`src/rtl/key_entry_pkg.sv`:
```
// Shared types and constants for the key entry controller: FSM states,
// button pulse indices and the BCD digit type with wrap-around helpers.
package key_entry_pkg;

  typedef enum logic [1:0] {
    EDIT = 2'd0,
    CONV = 2'd1,
    REQ  = 2'd2,
    RUN  = 2'd3
  } state_t;

  localparam int BTN_INC = 0;
  localparam int BTN_DEC = 1;
  localparam int BTN_CUR = 2;
  localparam int BTN_ENT = 3;
  localparam int BTN_CLR = 4;

  typedef logic [3:0] bcd_t;

  function automatic bcd_t bcd_inc(input bcd_t d);
    return (d == 4'd9) ? 4'd0 : d + 4'd1;
  endfunction

  function automatic bcd_t bcd_dec(input bcd_t d);
    return (d == 4'd0) ? 4'd9 : d - 4'd1;
  endfunction

endpackage

```
`src/rtl/key_entry_if.sv`:
```
// Button, core handshake and display signals of the key entry controller.
// master = controller side, slave = debouncer/core/display side.
interface key_entry_if #(
  parameter int DIGITS = 4,
  parameter int W      = 14
);
  logic [4:0]                 bin;
  logic                       req_ready;
  logic                       done;
  logic [4*DIGITS-1:0]        digit_bcd;
  logic [$clog2(DIGITS)-1:0]  cursor;
  logic [W-1:0]               value;
  logic                       req_valid;
  logic                       busy;
  logic                       abort;
  logic                       err;

  modport master (
    input  bin, req_ready, done,
    output digit_bcd, cursor, value, req_valid, busy, abort, err
  );

  modport slave (
    output bin, req_ready, done,
    input  digit_bcd, cursor, value, req_valid, busy, abort, err
  );
endinterface

```
`src/rtl/key_entry_bcd2bin.sv`:
```
// Serial BCD-to-binary converter: folds one digit per cycle, most significant
// first, into a times-ten accumulator; pulses done after digit 0.
module key_entry_bcd2bin
  import key_entry_pkg::*;
#(
  parameter int DIGITS = 4,
  parameter int W      = 14
) (
  input  logic                     CLK,
  input  logic                     RST,
  input  logic                     start,
  input  bcd_t [DIGITS-1:0]        digits,
  output logic                     done,
  output logic [W-1:0]             result
);
  localparam int IDX_W = $clog2(DIGITS);

  logic [IDX_W-1:0] idx;
  logic             active;
  logic [W-1:0]     acc;
  logic [W-1:0]     acc_nxt;

  // acc*10 as two shifts; truncation to W is intentional
  assign acc_nxt = (acc << 3) + (acc << 1) + W'(digits[idx]);

  always_ff @(posedge CLK or posedge RST) begin
    if (RST) begin
      idx    <= '0;
      active <= 1'b0;
      acc    <= '0;
      done   <= 1'b0;
    end else begin
      done <= 1'b0;
      if (start) begin
        acc    <= '0;
        idx    <= IDX_W'(DIGITS - 1);
        active <= 1'b1;
      end else if (active) begin
        acc <= acc_nxt;
        if (idx == '0) begin
          active <= 1'b0;
          done   <= 1'b1;
        end else begin
          idx <= idx - 1'b1;
        end
      end
    end
  end

  assign result = acc;

endmodule

```
`src/rtl/key_entry_ctrl.sv`:
```
// Key entry sequencer: digit bank editing, BCD conversion and core start handshake.
// Build option KEY_ENTRY_MIN_CHECK_EN rejects converted values below 2 with an ERR pulse.
module key_entry_ctrl
  import key_entry_pkg::*;
#(
  parameter int DIGITS = 4,
  parameter int W      = 14
) (
  input  logic CLK,
  input  logic RST,
  key_entry_if.master kif
);
  // state | meaning
  // EDIT  | buttons edit digits/cursor; ENTER starts conversion
  // CONV  | serial BCD->binary, all buttons ignored
  // REQ   | REQ_VALID high, waiting for core; CLEAR aborts
  // RUN   | BUSY high until DONE; CLEAR aborts

  localparam int CUR_W = $clog2(DIGITS);

  state_t            state, state_nxt;
  bcd_t [DIGITS-1:0] digits;
  logic [CUR_W-1:0]  cursor;
  logic [W-1:0]      value;
  logic              abort_r;
  logic [4:0]        bin;
  logic              conv_start;
  logic              conv_done;
  logic [W-1:0]      conv_result;
  logic              do_load;
  logic              do_abort;
`ifdef KEY_ENTRY_MIN_CHECK_EN
  logic              do_err;
  logic              err_r;
`endif

  assign bin = kif.bin;

  key_entry_bcd2bin #(.DIGITS(DIGITS), .W(W)) u_bcd2bin (
    .CLK    (CLK),
    .RST    (RST),
    .start  (conv_start),
    .digits (digits),
    .done   (conv_done),
    .result (conv_result)
  );

  always_ff @(posedge CLK or posedge RST) begin
    if (RST) state <= EDIT;
    else     state <= state_nxt;
  end

  always_comb begin
    state_nxt  = state;
    conv_start = 1'b0;
    do_load    = 1'b0;
    do_abort   = 1'b0;
`ifdef KEY_ENTRY_MIN_CHECK_EN
    do_err     = 1'b0;
`endif
    case (state)
      EDIT: begin
        if (!bin[BTN_CLR] && bin[BTN_ENT]) begin
          conv_start = 1'b1;
          state_nxt  = CONV;
        end
      end
      CONV: begin
        if (conv_done) begin
`ifdef KEY_ENTRY_MIN_CHECK_EN
          if (conv_result < W'(2)) begin
            do_err    = 1'b1;
            state_nxt = EDIT;
          end else begin
            do_load   = 1'b1;
            state_nxt = REQ;
          end
`else
          do_load   = 1'b1;
          state_nxt = REQ;
`endif
        end
      end
      REQ: begin
        // handshake takes precedence over a simultaneous CLEAR
        if (kif.req_ready) begin
          state_nxt = RUN;
        end else if (bin[BTN_CLR]) begin
          do_abort  = 1'b1;
          state_nxt = EDIT;
        end
      end
      RUN: begin
        if (kif.done) begin
          state_nxt = EDIT;
        end else if (bin[BTN_CLR]) begin
          do_abort  = 1'b1;
          state_nxt = EDIT;
        end
      end
      default: state_nxt = EDIT;
    endcase
  end

  always_ff @(posedge CLK or posedge RST) begin
    if (RST) begin
      digits  <= '0;
      cursor  <= '0;
      value   <= '0;
      abort_r <= 1'b0;
    end else begin
      abort_r <= do_abort;
      if (do_load) value <= conv_result;
      if (state == EDIT) begin
        if (bin[BTN_CLR]) begin
          digits <= '0;
          cursor <= '0;
          value  <= '0;
        end else if (bin[BTN_ENT]) begin
          cursor <= cursor;
        end else if (bin[BTN_CUR]) begin
          if (cursor == CUR_W'(DIGITS - 1)) cursor <= '0;
          else                              cursor <= cursor + 1'b1;
        end else if (bin[BTN_INC]) begin
          digits[cursor] <= bcd_inc(digits[cursor]);
        end else if (bin[BTN_DEC]) begin
          digits[cursor] <= bcd_dec(digits[cursor]);
        end
      end
    end
  end

`ifdef KEY_ENTRY_MIN_CHECK_EN
  always_ff @(posedge CLK or posedge RST) begin
    if (RST) err_r <= 1'b0;
    else     err_r <= do_err;
  end
  assign kif.err = err_r;
`else
  assign kif.err = 1'b0;
`endif

  assign kif.digit_bcd = digits;
  assign kif.cursor    = cursor;
  assign kif.value     = value;
  assign kif.req_valid = (state == REQ);
  assign kif.busy      = (state == RUN);
  assign kif.abort     = abort_r;

endmodule

```
`src/flat_wrapper.sv`:
```
// flat-port wrapper written by rule: the top's interface ports become plain ports
module key_entry_ctrl_flat import key_entry_pkg::*;
#(
  parameter int DIGITS = 4,
  parameter int W      = 14
)
  (CLK, RST, kif_bin, kif_req_ready, kif_done, kif_digit_bcd, kif_cursor, kif_value, kif_req_valid, kif_busy, kif_abort, kif_err);
  key_entry_if #(.DIGITS(DIGITS), .W(W)) kif_i ();
  input  logic CLK;
  input  logic RST;
  input wire logic [$bits(kif_i.bin)-1:0] kif_bin;
  input wire logic [$bits(kif_i.req_ready)-1:0] kif_req_ready;
  input wire logic [$bits(kif_i.done)-1:0] kif_done;
  output wire logic [$bits(kif_i.digit_bcd)-1:0] kif_digit_bcd;
  output wire logic [$bits(kif_i.cursor)-1:0] kif_cursor;
  output wire logic [$bits(kif_i.value)-1:0] kif_value;
  output wire logic [$bits(kif_i.req_valid)-1:0] kif_req_valid;
  output wire logic [$bits(kif_i.busy)-1:0] kif_busy;
  output wire logic [$bits(kif_i.abort)-1:0] kif_abort;
  output wire logic [$bits(kif_i.err)-1:0] kif_err;
  assign kif_i.bin = kif_bin;
  assign kif_i.req_ready = kif_req_ready;
  assign kif_i.done = kif_done;
  assign kif_digit_bcd = kif_i.digit_bcd;
  assign kif_cursor = kif_i.cursor;
  assign kif_value = kif_i.value;
  assign kif_req_valid = kif_i.req_valid;
  assign kif_busy = kif_i.busy;
  assign kif_abort = kif_i.abort;
  assign kif_err = kif_i.err;
  key_entry_ctrl #(.DIGITS(DIGITS), .W(W)) u_core (.CLK(CLK), .RST(RST), .kif(kif_i));
endmodule
```
`config.mk`:
```
export PLATFORM = sky130hd
export DESIGN_NAME = key_entry_ctrl_flat
export DESIGN_NICKNAME = d
export VERILOG_FILES = /design/src/rtl/key_entry_pkg.sv /design/src/rtl/key_entry_if.sv /design/src/rtl/key_entry_bcd2bin.sv /design/src/rtl/key_entry_ctrl.sv /design/src/flat_wrapper.sv
export SDC_FILE = /design/constraint.sdc
export NUM_CORES = 1
export LEC_CHECK = 0
export ABC_AREA = 1
export BUFFER_PORTS_ARGS = -buffer_cell sky130_fd_sc_hd__buf_2
export CAP_MARGIN = 15
export CORE_UTILIZATION = 35
export CTS_CLUSTER_SIZE = 28
export DETAILED_ROUTE_END_ITERATION = 12
export SLEW_MARGIN = 10
export SYNTH_ARGS = -nofsm -noshare
export SYNTH_HDL_FRONTEND = slang
export SYNTH_HIERARCHICAL = 1
export SYNTH_SLANG_ARGS = --single-unit
```
`constraint.sdc`:
```
create_clock -name CLK -period 5.85 [get_ports CLK]
set_clock_uncertainty 0.05 [all_clocks]
set_input_delay 0.2925 -clock CLK [delete_from_list [all_inputs] [get_ports CLK]]
set_output_delay 0.2925 -clock CLK [all_outputs]
set_load 0.02 [all_outputs]
```
# Word level (Yosys, flattened, before mapping)
# Cells that the tools add are included.
[word_totals] register_bits=53 input_bits=9 output_inout_bits=36 wordCells=91
[op_classes] n_addsub=6 order_cmp=3 n_eq_ne=10 n_mux=47 n_reduce_logical=13
[op_table] op="16-bit 2-to-1 mux" count=5
[op_table] op="14-bit 2-to-1 mux" count=5
[op_table] op="16-bit bitwise mux" count=2
[op_table] op="2-bit 2-to-1 mux" count=12
[op_table] op="4-bit 2-to-1 mux" count=5
[op_table] op="4-bit binary-select mux with 2-bit select" count=2
[op_table] op="14-bit adder" count=1
[op_table] op="14-bit by 4-bit adder with 14-bit output" count=1
[op_table] op="1-bit 2-to-1 mux" count=13
[op_table] op="4-bit demux with 2-bit select" count=1
[op_table] op="2-bit by 1-bit inequality test with 1-bit output, second input constant" count=4
[op_table] op="2-bit one-hot mux with 4 select lines" count=1
[op_table] op="2-bit == test, second input constant" count=3
[op_table] op="2-bit by 3-bit less-than comparator with 1-bit output, second input constant" count=2
[op_table] op="4-bit by 1-bit adder with 4-bit output, second input constant" count=1
[op_table] op="4-bit == test, second input constant" count=1
[op_table] op="2-bit logical NOT" count=2
[op_table] op="4-bit logical NOT" count=1
[op_table] op="2-bit AND reduction" count=2
[op_table] op="4-bit AND reduction" count=1
[op_table] op="2-bit nonzero test" count=2
[op_table] op="4-bit by 1-bit subtractor with 4-bit output, second input constant" count=1
[op_table] op="3-bit AND reduction" count=1
[op_table] op="3-bit nonzero test" count=1
[op_table] op="other kinds (8)" count=9

# Longest topological paths before layout
# Gate-level depths: netlist of run 1.
[logic_depth] ltp_word=10 mapped_depth=15 ltp_nobuf=15

# Modules after synthesis
# The synthesis of run 1 kept the hierarchy.
[modules_own_cells] module="key_entry_ctrl" instances=1 cells_per_inst=258 area_each_um2=1980.6 seq_area_each_um2=875.8
[modules_own_cells] module="key_entry_bcd2bin" instances=1 cells_per_inst=232 area_each_um2=1599.0 seq_area_each_um2=450.4

# Least setup slack after synthesis of run 1
# Ideal clock, no wire load.
[synth_timing] path_type="flip-flop to flip-flop" from="register u_core.u_bcd2bin.idx[0]" to="register u_core.u_bcd2bin.acc[10] (netlist: u_core/u_bcd2bin/result[10])" setup_time_ns=0.119 t_arrival_ns=2.266 required_ns=5.681 setup_slack_ns=3.414 path_stages_with_launch=14 n_path_buf=1 period_less_slack_ns=2.436 path_cell_list="dfrtp_1 > buf_2 > nand2_1 > a32o_1 > fa_1 > fa_1 > inv_1 > nand3_1 > nand3_1 > nand2_1 > nand2_1 > nand2_1 > nand2_1 > o21ai_2"
[synth_via] elab_chain_len=5
[synth_lines] element="start: declaration" line_no="key_entry_bcd2bin.sv:18" text="logic [IDX_W-1:0] idx;"
[synth_lines] element="start signal: assignment" line_no="key_entry_bcd2bin.sv:36" text="idx <= IDX_W'(DIGITS - 1);"
[synth_lines] element="start signal: assignment" line_no="key_entry_bcd2bin.sv:44" text="idx <= idx - 1'b1;"
[synth_lines] element="4-bit binary-select mux with 2-bit select" line_no="key_entry_bcd2bin.sv:24" text="assign acc_nxt = (acc << 3) + (acc << 1) + W'(digits[idx]);"
[synth_lines] element="4-bit 2-to-1 mux (not written as such)" line_no="key_entry_bcd2bin.sv:24"
[synth_lines] element="14-bit by 4-bit adder with 14-bit output" line_no="key_entry_bcd2bin.sv:24"
[synth_lines] element="14-bit 2-to-1 mux" line_no="key_entry_bcd2bin.sv:38" text="end else if (active) begin"
[synth_lines] element="14-bit 2-to-1 mux" line_no="key_entry_bcd2bin.sv:34" text="if (start) begin"
[synth_lines] element="end signal: assignment" line_no="key_entry_bcd2bin.sv:39" text="acc <= acc_nxt;"
[synth_lines] element="end: declaration" line_no="key_entry_bcd2bin.sv:20" text="logic [W-1:0] acc;"
# No other way between the ends. The select of a mux whose other input is x is not followed.
# A chain may end at the register's enable or synchronous reset.

# Final worst setup path of run 1
[layout_timing] from="register u_core.u_bcd2bin.idx[0]" to="register u_core.u_bcd2bin.acc[8] (netlist: u_core/u_bcd2bin/result[8])"
# The elaborated chain is that of the path after synthesis.

==> results.txt, run 1 <==
status: complete, no violations
Synth Net Count: 531
cell taking the most area after synthesis: dfrtp_1
P per Cell Area: 583.0 mW/mm2
pin count of the biggest net entering global routing: 36
CTS tree: built
die area: 0.01064 mm2
Post-CTS Setup Inserts: 0
RSZ-0062 raised after global routing: false
CTS max path bufs: 2
drt initial violations: 229
Setup CP Type: reg -> reg
Cells after Synth: 490
Most used DFF post-synth: dfrtp_1
Synth warnings: 6
DR WL/cell: 13.14 um
CTS sink cnt: 53
initial antenna violation count: 0
CP Data Required Time: 6.02 ns
register bit total from synthesis: 53
synth unique cells: 38
Hold WS: 0.02652 ns
Power, Total: 0.002326 W
fraction of registers with async set/reset: 1.000
Worst-path clk slew: 0.10 ns
fin nets: 571
via count: 3206
post-layout minimum cycle time: 2.769 ns
H-tree depth: 2
critical path startpoint category: flip-flop
HP Class: in -> async
CTS Hold Buffers Added: 0
synthesis-to-layout area growth: 11.46%
Die X: 103.1 um
crit-path max FO: 11
Post-synth EDFFs: 0
final period utilization: 0.4733
fraction of layout cells with a size suffix above 1: 0.1356
Antenna Cells: 0
main area contributors after synthesis: dfrtp_1 37%, nand2_1 16%, ha_1 10%, inv_1 8.0%, nand3_1 3.8%
Finish-stage setup viols: 0
Post-synth top cells: 155 x nand2_1, 76 x inv_1, 53 x dfrtp_1
CP arrival: 2.94 ns
# IOs: 45
post-synthesis cell area: 0.003580 mm2
drt total wl: 8725 um
leakage power total: 2.250 nW
Yosys top cell area share: 0.3705
drt via density: 4.828
Worst-Margin Slew: 1.006 ns
depth of the most critical reg-to-reg path: 15
sum of negative setup slack: 0 ns
Die Y: 103.1 um
Num CTS Buffers: 5
Tot GR Track Use: 0.1733
global-route wire length before repair: 14160 um
critical path endpoint category: flip-flop
Hold Vio Cnt, Final: 0
Core ar.: 0.009864 mm2
vias in the first global route: 2884
maximum VDD drop: 150.7 uV
Fmax: 361.2 MHz
max-cap viol count: 0
Seq/Total Area, Yosys: 0.3705
count leader, synth: nand2_1
syn_area_per_cell: 7.305 um2
GPL Wtd Cong: 0.8528
total grt overflow: 0
root buf cell: clkbuf_8
post-CTS sizing: 0
drt drc: 0
Max Transition Viols Final: 0
number of port buffers: 43
clk_lat worst skew: 0.32 ns
Rows: 36
DRT antenna net count: 0
Pre-Repair DR Iteration Count: 4
Slew HR: 0.3274
DPL Wire Length: 6758 um
initial core utilization: 0.3629
## placed cells by master (no fill, tap or decap), types with 2 or more instances in the layout
master / count
a21oi_1: 26
buf_2: 43
clkbuf_8: 6
dfrtp_1: 53
fa_1: 2
ha_1: 30
inv_1: 76
nand2_1: 155
nand2_2: 9
nand3_1: 27
nand3_2: 2
nand3b_1: 3
nand4_1: 5
nor2_1: 27
nor3_1: 2
o21ai_0: 20
o21ai_1: 3
o21ai_2: 4
o22ai_1: 18
xnor2_1: 2
xor2_1: 2
## power breakdown
part	internal [W]	switching (W)
registers	0.000508	0.000172
logic	0.000509	0.000913
clock network	0.0000963	0.000129
total	0.00111	0.00121
## kinds of logic after synthesis
kind of cell,count (synthesis),share of synthesized area
simple gates,233,0.2744
fa+ha+maj,32,0.1160
flops,53,0.3705
buf+inv,90,0.1045
compound gates,77,0.1237
other cells,1,0.001048
xor+xnor,4,0.009789
## metrics by stage
stage | cells | instance area (um2) | setup WS (ns) | utilization
after global routing | 664 | 3990 | 2.732 | 0.4045
after floorplan | 490 | 3580 | 3.414 | -
after detailed placement | 656 | 3894 | 3.114 | 0.3947
after global placement | 656 | 3894 | 3.157 | 0.3947
after CTS | 664 | 3990 | 3.103 | 0.4045
final | 664 | 3990 | 3.081 | 0.4045
## state kept, by name, indices dropped and copies added (netlist names)
signal                   flops
u_core/u_bcd2bin/result     14
u_core/kif.cursor            2
u_core/kif.digit_bcd        16
u_core/u_bcd2bin/done        1
u_core/kif.abort             1
u_core/u_bcd2bin/active      1
u_core/kif.value            14
u_core/u_bcd2bin/idx         2
u_core/state                 2
## worst max-delay path: stages, from the launching register on
cell	delay [ns]
dfrtp_1	0.51
clkinv_1	0.26
o21ai_0	0.22
o22ai_1	0.09
ha_1	0.28
ha_1	0.19
inv_1	0.07
fa_1	0.40
inv_1	0.09
nand3_1	0.07
nand3_1	0.13
nand2_1	0.07
nand2_1	0.08
nand2_1	0.05
nand2_1	0.06
o21ai_1	0.06
## path summary, 6_finish.rpt
kind,start,endpoint,slack (ns)
hold reg to reg,u_core/u_bcd2bin/result[13],u_core/u_bcd2bin/result[13],0.45
hold / removal,RST,u_core/kif.digit_bcd[7],0.03
setup reg to reg,u_core/u_bcd2bin/idx[0],u_core/u_bcd2bin/result[8],3.08
max in group asynchronous,RST,u_core/u_bcd2bin/done,5.26
setup / recovery,u_core/u_bcd2bin/idx[0],u_core/u_bcd2bin/result[8],3.08
min in group CLK,kif_done,u_core/kif.abort,0.13
## metal layers
metal,track usage,vias up,share of wire
li1,-,1643,-
met1,0.2525,1483,0.51
met2,0.2621,70,0.43
met3,0.02237,10,0.044
met4,0.06176,0,0.015
met5,0,-,0
## cell type report
class                           instances  area, um2
Fill cell                            1030       5874
Multi-Input combinational cell        347       1879
Sequential cell                        53       1326
Inverter                               79      299.0
Timing Repair Buffer                   44      222.7
Tap cell                              133      166.4
Clock buffer                            6      82.58
Clock inverter                          2      13.76
Power figures use the tool's default switching activity.
==> run 2: changes to the inputs <==
Clock period 5.85 ns to 2.84 ns, I/O delays scaled along.
==> run 2 against run 1 <==
Against the previous run:
- critical endpoint is now u_core/u_bcd2bin/result[10]
- routed wire length is 0.14% lower
- non-clock buffer count is 7 higher
- critical path depth is 2 lower
- via count is 0.37% higher
- cell count is 1.1% higher
- count of clock-buffer cells in the layout is 1 lower
- clock power is 130% higher
- core utilization is 0.84 points higher
- sequential power is 100% higher
- register-to-register slack worse by 2.8 ns
==> results.txt, run 2 (synthesized netlist as in run 1, its figures left out) <==
maximum VDD drop: 360.7 uV
drt drc: 0
clk_lat worst skew: 0.31 ns
Power, Total: 0.004902 W
Fmax: 385.7 MHz
Slew HR: 0.5164
DPL Wire Length: 6758 um
Num CTS Buffers: 5
H-tree depth: 2
HP Class: in -> reg
leakage power total: 2.284 nW
CTS max path bufs: 2
sum of negative setup slack: 0 ns
CP max-delay cell: fa_1
drt initial violations: 244
Hold Startpoint: kif_req_ready
Die X: 103.1 um
max FFs per register: 16
worst r2r src: u_core/u_bcd2bin/idx[0]
Die Y: 103.1 um
max-cap viol count: 0
Rows: 36
pin count of the biggest net entering global routing: 36
CP dominant cell by count: nand2_1
Finish-stage setup viols: 0
final period utilization: 0.9130
Crit path largest cell delay: 0.49 ns
Worst-Margin Slew: 0.7246 ns
DRT antenna net count: 0
Hold Vio Cnt, Final: 0
CTS sink cnt: 53
GPL Wtd Cong: 0.8437
P per Cell Area: 1204 mW/mm2
fin worst setup slack: 0.2471 ns
commonest cells after routing, fill and taps aside: 155 x nand2_1, 76 x inv_1, 53 x dfrtp_1, 43 x buf_2, 30 x ha_1
crit-path max FO: 10
critical path startpoint category: flip-flop
RSZ-0062 raised after global routing: false
CP Data Required Time: 3.00 ns
worst setup path startpoint: u_core/u_bcd2bin/idx[0]
vias in the first global route: 3043
# IOs: 45
Core ar.: 0.009864 mm2
status: complete, no violations
Antenna Cells: 0
synthesis-to-layout area growth: 13.77%
initial core utilization: 0.3629
initial antenna violation count: 0
Max Transition Viols Final: 0
fin nets: 578
via count: 3218
Pre-Repair DR Iteration Count: 4
fraction of layout cells with a size suffix above 1: 0.1468
Worst-path clk slew: 0.10 ns
root buf cell: clkbuf_8
die area: 0.01064 mm2
critical path endpoint category: flip-flop
commonest non-fill, non-tap cell in the layout: nand2_1
CTS tree: built
number of port buffers: 43
post-layout minimum cycle time: 2.593 ns
crit-path cells: buf_4, nand2_1, a32o_1, fa_1, fa_2, inv_1, nand3_1, nand3_1, nand2_1, nand2_1, nand2_1, nand2_1, o21ai_2
DR WL/cell: 12.99 um
pre-CTS setup slack: 0.2599 ns
drt via density: 4.796
total grt overflow: 0
Tot GR Track Use: 0.1776
CP arrival: 2.75 ns
drt total wl: 8713 um
Setup CP Type: reg -> reg
global-route wire length before repair: 14640 um
## run 2: final timing paths
path	to	slack [ns]	cells after the start
setup / recovery	u_core/u_bcd2bin/result[10]	0.25	13
hold / removal	u_core/kif.abort	0.07	3
setup reg to reg	u_core/u_bcd2bin/result[10]	0.25	13
hold reg to reg	u_core/u_bcd2bin/result[13]	0.44	2
max in group asynchronous	u_core/u_bcd2bin/result[13]	1.83	3
min in group asynchronous	u_core/kif.digit_bcd[2]	0.43	4
## run 2: cell type report
type	instances	area (um2)
inverter	79	302.8
tap	133	166.4
fill	1004	5792
clock inverter	3	46.29
multi-input combinational	347	1882
sequential	53	1326
clock buffer	5	68.82
timing repair buffer	51	280.3
## run 2: power breakdown
| group | internal (W) | switching (W) |
|---|---|---|
| clock | 0.000264 | 0.000262 |
| combinational | 0.00109 | 0.00190 |
| sequential | 0.00105 | 0.000339 |
## run 2: worst max-delay path: cells and delay by family, from the launching register on
family / cells / cell delay [ns]
DFF: 1 / 0.40
AOI/OAI and AO/OA: 2 / 0.33
adders and majority gates: 2 / 0.91
buffers and inverters: 2 / 0.26
and+or+nand+nor: 7 / 0.54
## run 2: metrics by stage
step           hold WS, ns  area (um2)  utilization  instances
2_1_floorplan      0.03057        3580            -        490
5_1_grt            0.08655        4073       0.4129        671
3_5_place_dp        0.2326        3931       0.3985        661
6_report           0.07146        4073       0.4129        671
3_3_place_gp        0.2267        3931       0.3985        661
4_1_cts            0.05606        4066       0.4122        671
## run 2: layer usage
metal  share of wire  vias to the layer above  global-route usage
met5               0                        -                   0
met4           0.017                        0             0.06392
met3           0.038                       13             0.01627
met2            0.44                       75              0.2759
met1            0.51                     1468              0.2572
li1                -                     1662                   -
## run 2: repair_timing
| action | CTS | global route |
|---|---|---|
| hold endpoints to repair | 54 | 0 |
| buffers inserted | 0 | 0 |
| resized for setup | 0 | 2 |
| hold buffers | 2 | 0 |
| setup endpoints to repair | 0 | 2 |
